<file path="config.mk">
export PLATFORM = sky130hd
export DESIGN_NAME = melody_sequencer_flat
export DESIGN_NICKNAME = d
export VERILOG_FILES = /design/src/rtl/melody_sequencer_if.sv /design/src/rtl/melody_sequencer.sv /design/src/flat_wrapper.sv
export SDC_FILE = /design/constraint.sdc
export NUM_CORES = 1
export LEC_CHECK = 0
export ABC_AREA = 1
export CAP_MARGIN = 10
export CORE_MARGIN = 2
export CORE_UTILIZATION = 45
export DETAILED_ROUTE_END_ITERATION = 8
export PLACE_DENSITY = 0.68
export SYNTH_ARGS = -nofsm -noshare
export SYNTH_HDL_FRONTEND = slang
export SYNTH_SLANG_ARGS = --single-unit
</file>
<file path="constraint.sdc">
create_clock -name clk -period 4.7 [get_ports clk]
set_clock_uncertainty 0.05 [all_clocks]
set_input_delay 0.94 -clock clk [delete_from_list [all_inputs] [get_ports clk]]
set_output_delay 0.94 -clock clk [all_outputs]
set_load 0.02 [all_outputs]
</file>
<file path="src/rtl/melody_sequencer_if.sv">
// ---------------------------------------------------------------------------
// melody_sequencer_if
//   Bundles the control, table-load and tone-path signals of the melody
//   sequencer so the host side and the sequencer share one connection.
//
//   master modport (host / config logic + fs clkgen):
//     fs_tick, wr_en, wr_addr, wr_pitch, wr_dur, seq_len, loop_en, start, stop
//   slave modport (melody_sequencer):
//     busy, pitch_maxval, tone_on, note_start, note_idx, done
// ---------------------------------------------------------------------------
interface melody_sequencer_if #(
  parameter int ADDR_W  = 5,
  parameter int PITCH_W = 5,
  parameter int DUR_W   = 13
) ();

  logic               fs_tick;
  logic               wr_en;
  logic [ADDR_W-1:0]  wr_addr;
  logic [PITCH_W-1:0] wr_pitch;
  logic [DUR_W-1:0]   wr_dur;
  logic [ADDR_W:0]    seq_len;
  logic               loop_en;
  logic               start;
  logic               stop;

  logic               busy;
  logic [PITCH_W-1:0] pitch_maxval;
  logic               tone_on;
  logic               note_start;
  logic [ADDR_W-1:0]  note_idx;
  logic               done;

  modport master (
    output fs_tick, wr_en, wr_addr, wr_pitch, wr_dur, seq_len, loop_en, start, stop,
    input  busy, pitch_maxval, tone_on, note_start, note_idx, done
  );

  modport slave (
    input  fs_tick, wr_en, wr_addr, wr_pitch, wr_dur, seq_len, loop_en, start, stop,
    output busy, pitch_maxval, tone_on, note_start, note_idx, done
  );

endinterface

</file>
<file path="src/rtl/melody_sequencer.sv">
// ---------------------------------------------------------------------------
// melody_sequencer
//   Plays a loadable melody table (pitch code + duration per entry) into the
//   sine clkgen / DAC tone path. Durations are counted in fs samples; every
//   note change pulses note_start so the clkgen restarts its phase cleanly.
//
//   Ports:
//     clk    - system clock
//     reset  - asynchronous reset, active low
//     bus    - melody_sequencer_if.slave
//              in : fs_tick, wr_en/wr_addr/wr_pitch/wr_dur (table load, only
//                   while idle), seq_len, loop_en, start, stop
//              out: busy, pitch_maxval, tone_on, note_start, note_idx, done
//
//   Optional feature macro: ARTIC_GAP_EN
//     When defined, every note is followed by GAP_SAMPLES silent fs ticks
//     before the next entry is fetched (also before done on the last note).
// ---------------------------------------------------------------------------
module melody_sequencer #(
  parameter int ADDR_W      = 5,
  parameter int PITCH_W     = 5,
  parameter int DUR_W       = 13,
  parameter int GAP_SAMPLES = 200
) (
  input  logic              clk,
  input  logic              reset,
  melody_sequencer_if.slave bus
);

  localparam int DEPTH = 2 ** ADDR_W;

  localparam logic [1:0] IDLE  = 2'd0;
  localparam logic [1:0] FETCH = 2'd1;
  localparam logic [1:0] PLAY  = 2'd2;
`ifdef ARTIC_GAP_EN
  localparam logic [1:0] GAP   = 2'd3;
  localparam int GAP_W = $clog2(GAP_SAMPLES + 1);
`endif

  if (GAP_SAMPLES < 1) begin : gBadGap
    $error("GAP_SAMPLES must be at least 1");
  end

  logic [1:0]               state_q, state_d;
  logic [ADDR_W-1:0]        idx_q, idx_d;
  logic [ADDR_W:0]          len_q, len_d;
  logic [DUR_W-1:0]         cnt_q, cnt_d;
  logic                     note_start_q, note_start_d;
  logic                     done_q, done_d;
`ifdef ARTIC_GAP_EN
  logic [GAP_W-1:0]         gap_cnt_q, gap_cnt_d;
`endif

  logic [PITCH_W+DUR_W-1:0] mem [DEPTH];
  logic [PITCH_W+DUR_W-1:0] rd_q;

  logic                     busy;
  logic [PITCH_W-1:0]       ent_pitch;
  logic [DUR_W-1:0]         ent_dur;
  logic [DUR_W-1:0]         last_cnt;
  logic                     is_last;
  logic                     len_ok;
  logic                     advance;

  assign busy      = (state_q != IDLE);
  assign ent_pitch = rd_q[PITCH_W+DUR_W-1:DUR_W];
  assign ent_dur   = rd_q[DUR_W-1:0];
  // A zero duration behaves like a one-tick note.
  assign last_cnt  = (ent_dur == '0) ? '0 : ent_dur - DUR_W'(1);
  assign is_last   = ({1'b0, idx_q} == len_q - (ADDR_W+1)'(1));
  assign len_ok    = (bus.seq_len != '0) && (bus.seq_len <= (ADDR_W+1)'(DEPTH));

  // Melody table: writes are only honoured while idle so a playing sequence
  // never sees its data change. The read is issued in FETCH and the word is
  // held for the whole note because idx cannot change until the note ends.
  always_ff @(posedge clk) begin
    if (bus.wr_en && !busy) begin
      mem[bus.wr_addr] <= {bus.wr_pitch, bus.wr_dur};
    end
    if (state_q == FETCH) begin
      rd_q <= mem[idx_q];
    end
  end

  // Next-state logic. Note end (or gap end) raises 'advance', which either
  // moves to the next entry, wraps to entry 0 when looping, or finishes.
  // A stop request overrides everything in any busy state.
  always_comb begin
    state_d      = state_q;
    idx_d        = idx_q;
    len_d        = len_q;
    cnt_d        = cnt_q;
    note_start_d = 1'b0;
    done_d       = 1'b0;
    advance      = 1'b0;
`ifdef ARTIC_GAP_EN
    gap_cnt_d    = gap_cnt_q;
`endif

    case (state_q)
      IDLE: begin
        if (bus.start && !bus.stop && len_ok) begin
          len_d   = bus.seq_len;
          idx_d   = '0;
          state_d = FETCH;
        end
      end
      FETCH: begin
        state_d      = PLAY;
        note_start_d = 1'b1;
        cnt_d        = '0;
      end
      PLAY: begin
        if (bus.fs_tick) begin
          if (cnt_q == last_cnt) begin
`ifdef ARTIC_GAP_EN
            state_d   = GAP;
            gap_cnt_d = '0;
`else
            advance   = 1'b1;
`endif
          end else begin
            cnt_d = cnt_q + DUR_W'(1);
          end
        end
      end
`ifdef ARTIC_GAP_EN
      GAP: begin
        if (bus.fs_tick) begin
          if (gap_cnt_q == GAP_W'(GAP_SAMPLES - 1)) begin
            advance = 1'b1;
          end else begin
            gap_cnt_d = gap_cnt_q + GAP_W'(1);
          end
        end
      end
`endif
      default: state_d = IDLE;
    endcase

    if (advance) begin
      if (!is_last) begin
        idx_d   = idx_q + ADDR_W'(1);
        state_d = FETCH;
      end else if (bus.loop_en) begin
        idx_d   = '0;
        state_d = FETCH;
      end else begin
        state_d = IDLE;
        done_d  = 1'b1;
      end
    end

    if (busy && bus.stop) begin
      state_d      = IDLE;
      idx_d        = idx_q;
      note_start_d = 1'b0;
      done_d       = 1'b0;
    end
  end

  // State registers; the table itself is deliberately left out of reset.
  always_ff @(posedge clk or negedge reset) begin
    if (!reset) begin
      state_q      <= IDLE;
      idx_q        <= '0;
      len_q        <= '0;
      cnt_q        <= '0;
      note_start_q <= 1'b0;
      done_q       <= 1'b0;
`ifdef ARTIC_GAP_EN
      gap_cnt_q    <= '0;
`endif
    end else begin
      state_q      <= state_d;
      idx_q        <= idx_d;
      len_q        <= len_d;
      cnt_q        <= cnt_d;
      note_start_q <= note_start_d;
      done_q       <= done_d;
`ifdef ARTIC_GAP_EN
      gap_cnt_q    <= gap_cnt_d;
`endif
    end
  end

  // The tone path only sounds in PLAY, so FETCH, GAP and IDLE are silent and
  // an asynchronous reset silences it immediately.
  assign bus.busy         = busy;
  assign bus.pitch_maxval = (state_q == PLAY) ? ent_pitch : '0;
  assign bus.tone_on      = (state_q == PLAY) && (ent_pitch != '0);
  assign bus.note_start   = note_start_q;
  assign bus.note_idx     = idx_q;
  assign bus.done         = done_q;

endmodule

</file>
<file path="src/flat_wrapper.sv">
// flat-port wrapper written by rule: the top's interface ports become plain ports
module melody_sequencer_flat 
#(
  parameter int ADDR_W      = 5,
  parameter int PITCH_W     = 5,
  parameter int DUR_W       = 13,
  parameter int GAP_SAMPLES = 200
)
  (clk, reset, bus_fs_tick, bus_wr_en, bus_wr_addr, bus_wr_pitch, bus_wr_dur, bus_seq_len, bus_loop_en, bus_start, bus_stop, bus_busy, bus_pitch_maxval, bus_tone_on, bus_note_start, bus_note_idx, bus_done);
  melody_sequencer_if #(.ADDR_W(ADDR_W), .PITCH_W(PITCH_W), .DUR_W(DUR_W)) bus_i ();
  input  logic clk;
  input  logic reset;
  input wire logic [$bits(bus_i.fs_tick)-1:0] bus_fs_tick;
  input wire logic [$bits(bus_i.wr_en)-1:0] bus_wr_en;
  input wire logic [$bits(bus_i.wr_addr)-1:0] bus_wr_addr;
  input wire logic [$bits(bus_i.wr_pitch)-1:0] bus_wr_pitch;
  input wire logic [$bits(bus_i.wr_dur)-1:0] bus_wr_dur;
  input wire logic [$bits(bus_i.seq_len)-1:0] bus_seq_len;
  input wire logic [$bits(bus_i.loop_en)-1:0] bus_loop_en;
  input wire logic [$bits(bus_i.start)-1:0] bus_start;
  input wire logic [$bits(bus_i.stop)-1:0] bus_stop;
  output wire logic [$bits(bus_i.busy)-1:0] bus_busy;
  output wire logic [$bits(bus_i.pitch_maxval)-1:0] bus_pitch_maxval;
  output wire logic [$bits(bus_i.tone_on)-1:0] bus_tone_on;
  output wire logic [$bits(bus_i.note_start)-1:0] bus_note_start;
  output wire logic [$bits(bus_i.note_idx)-1:0] bus_note_idx;
  output wire logic [$bits(bus_i.done)-1:0] bus_done;
  assign bus_i.fs_tick = bus_fs_tick;
  assign bus_i.wr_en = bus_wr_en;
  assign bus_i.wr_addr = bus_wr_addr;
  assign bus_i.wr_pitch = bus_wr_pitch;
  assign bus_i.wr_dur = bus_wr_dur;
  assign bus_i.seq_len = bus_seq_len;
  assign bus_i.loop_en = bus_loop_en;
  assign bus_i.start = bus_start;
  assign bus_i.stop = bus_stop;
  assign bus_busy = bus_i.busy;
  assign bus_pitch_maxval = bus_i.pitch_maxval;
  assign bus_tone_on = bus_i.tone_on;
  assign bus_note_start = bus_i.note_start;
  assign bus_note_idx = bus_i.note_idx;
  assign bus_done = bus_i.done;
  melody_sequencer #(.ADDR_W(ADDR_W), .PITCH_W(PITCH_W), .DUR_W(DUR_W), .GAP_SAMPLES(GAP_SAMPLES)) u_core (.clk(clk), .reset(reset), .bus(bus_i));
endmodule
</file>
==> Word-level counts from Yosys, hierarchy flattened <==
Memory sizes are Yosys's and may differ from the RTL's. A register that Yosys moved wholly into a read port is not among the register bits.
Cells that the tools add are included.
{ "totals": {"register_bits": 28, "ram_bits": 576, "inputBits": 36, "out_inout_bits": 14, "wordCells": 64, "mem_count": 1} }
{ "classes": {"addsub": 4, "order_cmp": 1, "n_eq_ne": 8, "muxes": 27, "reduce_logical": 17} }
{ "mem_list": {"columns": ["name", "depth", "width", "read_ports", "rd_clocked_by_memory_dff", "write_ports", "line_no", "rtl"], "rows": [
  ["u_core.mem", 32, 18, 1, 1, 1, "melody_sequencer.sv:54", "logic [PITCH_W+DUR_W-1:0] mem [DEPTH];"]
]} }
{ "op_table": {"columns": ["op", "count"], "rows": [
  ["two-way mux 13 bit", 3],
  ["two-way mux 5 bit", 6],
  ["one-hot mux 13 bit (2 select lines)", 1],
  ["adder 13 x 1 -> 13 bit (second input constant)", 1],
  ["== test 13 bit", 1],
  ["logical NOT 13 bit", 1],
  ["subtractor 13 x 1 -> 13 bit (second input constant)", 1],
  ["two-way mux 1 bit", 12],
  ["two-way mux 2 bit", 4],
  ["== test 5 x 6 -> 1 bit", 1],
  ["less-or-equal comparator 6 bit (second input constant)", 1],
  ["logical AND 1 bit", 6],
  ["one-hot mux 2 bit (3 select lines)", 1],
  ["nonzero test 6 bit", 1],
  ["subtractor 6 x 1 -> 6 bit (second input constant)", 1],
  ["adder 5 x 1 -> 5 bit (second input constant)", 1],
  ["nonzero test 5 bit", 1],
  ["inequality test 2 bit (second input constant)", 2],
  ["inequality test 4 x 1 -> 1 bit (second input constant)", 1],
  ["AND reduction 2 bit", 2],
  ["nonzero test 2 bit", 2],
  ["inequality test 3 x 1 -> 1 bit (second input constant)", 1],
  ["AND reduction 3 bit", 1],
  ["== test 2 x 1 -> 1 bit (second input constant)", 1],
  ["3 further kinds", 4]
]} }

==> Depth between registers and ports, before layout <==
{ "depth": {"word_depth": 8, "ltp_mapped": 18} }

==> Least setup slack after synthesis <==
OpenSTA, ideal clock, no wires.
{ "synth_path": {"kind": "input to register", "start": "input bus_wr_en", "end": "memory u_core.mem[0][0] (netlist bit) (enable)", "setup_ns": 0.393, "t_arrival_ns": 2.187, "required_time_ns": 4.257, "slack_ns": 2.071, "stages": 4, "cell_sequence": "inv_1 -> nor2_1 -> nand3_1 -> nor2_1"} }
{ "synth_via": {"elab_chain_cells": 3} }
{ "synth_lines": {"columns": ["element", "line_no", "rtl"], "rows": [
  ["start: declaration", "flat_wrapper.sv:14", "input wire logic [$bits(bus_i.wr_en)-1:0] bus_wr_en;"],
  ["logical AND 1 bit", "melody_sequencer.sv:77", "if (bus.wr_en && !busy) begin"],
  ["two-way mux 1 bit", "melody_sequencer.sv:77", null],
  ["two-way mux 1 bit (implied by the code)", "melody_sequencer.sv:78", "mem[bus.wr_addr] <= {bus.wr_pitch, bus.wr_dur};"],
  ["end: declaration", "melody_sequencer.sv:54", null]
]} }
No other way between the ends.

==> Worst setup path in the final report <==
{ "layout_path": {"start": "register u_core.idx_q[1], in the netlist u_core.bus.note_idx[1]", "end": "output bus_note_idx[1]"} }
{ "layout_rtl": {"columns": ["element", "line_no", "rtl"], "rows": [
  ["start: declaration", "melody_sequencer.sv:45", "logic [ADDR_W-1:0] idx_q, idx_d;"],
  ["start signal: assignment", "melody_sequencer.sv:176", "idx_q <= idx_d;"],
  ["end: declaration", "flat_wrapper.sv:26", "output wire logic [$bits(bus_i.note_idx)-1:0] bus_note_idx;"]
]} }
No word-level cell between the ends.

==> impl_metrics.tcl <==
set metrics [dict create \
    status "finished clean" \
    routed_via_density 5.75 \
    syn_avg_cell_area_um2 12.4 \
    multiInputGateArea_mm2 0.00623 \
    rsz0062_at_grt "no" \
    num_rows 87 \
    clk_pin_slew_ns 0.06 \
    synthesis.instances 2060 \
    synth-main-ff-cell "edfxtp_1" \
    crit_chain "buf_12 -> clkdlybuf4s50_1" \
    grt_pass1_vias 16152 \
    worstSetupEndpointType "output port" \
    synth_top_area_share_pct 70.0 \
    antenna_found_initial 1 \
    ctsHoldBuffers 0 \
    timing.slew.headroom_pct 30.6 \
    max_freq_mhz 282 \
    p_leak_uw 0.00973 \
    cts_resized 0 \
    max_cap_viol_count 0 \
    ctsLongestPathBuffers 3 \
    insertion_delay_ns 0.66 \
    slew_violations 0 \
    critical_path_buf_inv_count 2 \
    grt_use_total_pct 21.8 \
    finalSetupViolations 0 \
    die_area_mm2 0.0585 \
    grt_pass1_wl_um 97400 \
    crit_required_ns 3.71 \
    cp_top_family "buffers and inverters" \
    fill_cells 4780 \
    synth_edf_count 594 \
    final_antenna_net_count 0 \
    final_util_pct 51.7 \
    tns_ns 0 \
    crit_path_top_delay_cell "dfrtp_4" \
    firstDrtPassIters 5 \
    crit_type "reg2out" \
    ys_warn_count 0 \
    ir_worst_vdd_mv 0.361 \
    post-cts-setup-buffers 0 \
    ys_types 39 \
    overflow 0 \
    drtIter0Drc 1985 \
    route.vias.total 16718 \
    synth_area_leader_cell "edfxtp_1" \
    hold_viol_final 0 \
    die_w_um 242 \
    cp.arrival_ns 2.56 \
    synthTopCellsByArea "edfxtp_1, o21ai_0, nor2_1" \
    wl_um 64700 \
    finalCritPeriodShare_pct 75.5 \
    layout.nets 2142 \
    cp-start-kind "flop" \
    cts_buffers 60 \
    syn_area_mm2 0.0255 \
    dp_hpwl_um 37800 \
    seq_area_frac_synth_pct 72.7 \
    root_buffer "clkbuf_16" \
    cts_tree "built" \
    path_max_fanout 102 \
    cp_slowest_stage_delay_ns 0.77 \
    cts_sinks 622 \
    period_needed_ns 3.55 \
    drive_gt1_share_pct 10.5 \
    power_density_mw_per_mm2 418 \
    yosysMostFrequentCell "edfxtp_1" \
    routedWlPerCell_um 22.3 \
    initial_core_util_pct 45.4 \
    holdCritPathClass "reg2reg" \
    core_area_mm2 0.0562 \
    worst_pin_slew_ns 1.04 \
    grt_start_max_net_pins 209 \
    route.detailed.drc 0 \
    synth_nets 2100 \
    regArea_mm2 0.0185 \
    area_growth_syn_to_layout_pct 13.9 \
    diodes 0 \
    gp_congestion 0.855 \
    ioPinCount 50 \
    synthArstFlopShare_pct 4.50 \
    port_buffers 49 \
    synthTopCellsByCount "edfxtp_1, nor2_1, o21ai_0" \
    die_h_um 242 \
    cts_htree_levels 2 \
    synth_seq_cells 622 \
]
final timing paths:
check	start	endpoint	slack, ns	cells past startpoint
setup / recovery	u_core.bus.note_idx[1]$_DFFE_PN0N_	bus_note_idx[1]	1.15	2
hold / removal	u_core.len_q[5]$_DFFE_PN0P_	u_core.len_q[5]$_DFFE_PN0P_	0.47	2
setup reg to reg	u_core.bus.note_idx[1]$_DFFE_PN0N_	u_core.rd_q[9]$_DFFE_PP_	1.46	8
hold reg to reg	u_core.len_q[5]$_DFFE_PN0P_	u_core.len_q[5]$_DFFE_PN0P_	0.47	2
max in group asynchronous	reset	u_core.bus.note_idx[0]$_DFFE_PN0N_	3.59	2
min in group asynchronous	reset	u_core.cnt_q[11]$_DFFE_PN0P_	0.67	2
cells in the final DEF (no fill, tap or decap), types with 37 or more instances in the layout:
master / count
edfxtp_1: 594
inv_1: 79
nand2_1: 193
o22ai_1: 88
nand4_1: 40
o221ai_1: 56
nor2_1: 334
clkdlybuf4s50_1: 37
o21ai_0: 313
nand3_1: 82
clkbuf_16: 60
buf_4: 50
nor2_2: 38
cells by family after synthesis:
family / share of synthesized area [%]
XOR/XNOR: 0.722
buffers and inverters: 3.13
flip-flops: 72.7
AND/OR/NAND/NOR: 11.7
adder cells (fa/ha/maj): 0.196
AO/OA/AOI/OAI: 11.5
layout make-up:
type / instances / share of cell area, %
Sequential cell: 622 / 63.9
Clock buffer: 66 / 5.25
Inverter: 84 / 1.12
Clock inverter: 46 / 1.96
Multi-Input combinational cell: 1231 / 21.5
Tap cell: 756 / 3.26
Timing Repair Buffer: 103 / 3.05
state kept, by name, summed over array words and instances, names as in the netlist:
signal                 count
u_core.mem               576
u_core.rd_q               18
u_core.cnt_q              13
u_core.len_q               6
u_core.bus.note_idx        5
u_core.state_q             2
u_core.bus.done            1
u_core.bus.note_start      1
where the power goes:
part | switching [µW] | total [µW] | internal [µW]
combinational | 544 | 781 | 237
clock | 2120 | 5070 | 2950
sequential | 66.6 | 6270 | 6210
total | 2730 | 12100 | 9400
stage by stage:
step	std cells	power [µW]	cell area, µm²	hold WS (ns)	worst slack [ns]
final	2908	12100	29000	0.466	1.15
after global routing	2908	12500	29000	0.512	1.05
after CTS	2908	12200	29000	0.469	1.13
after detailed placement	2796	7170	26900	0.453	1.10
after global placement	2796	7150	26900	0.449	1.11
after floorplan	2060	6840	25500	0.425	2.07
layer usage:
metal  routed length (µm)  vias up  track usage [%]
li1                     -     7646                -
met1                26300     8178             29.4
met2                30900      742             35.4
met3                 4960      152             3.37
met4                 2630        0             9.26
met5                    0        -                0
tightest hold or removal path: stages, from the launching register on:
cell and delay, ns:
dfrtp_1 0.36, nand2_1 0.05, o21ai_0 0.07
(Power assumes the default switching activity.)
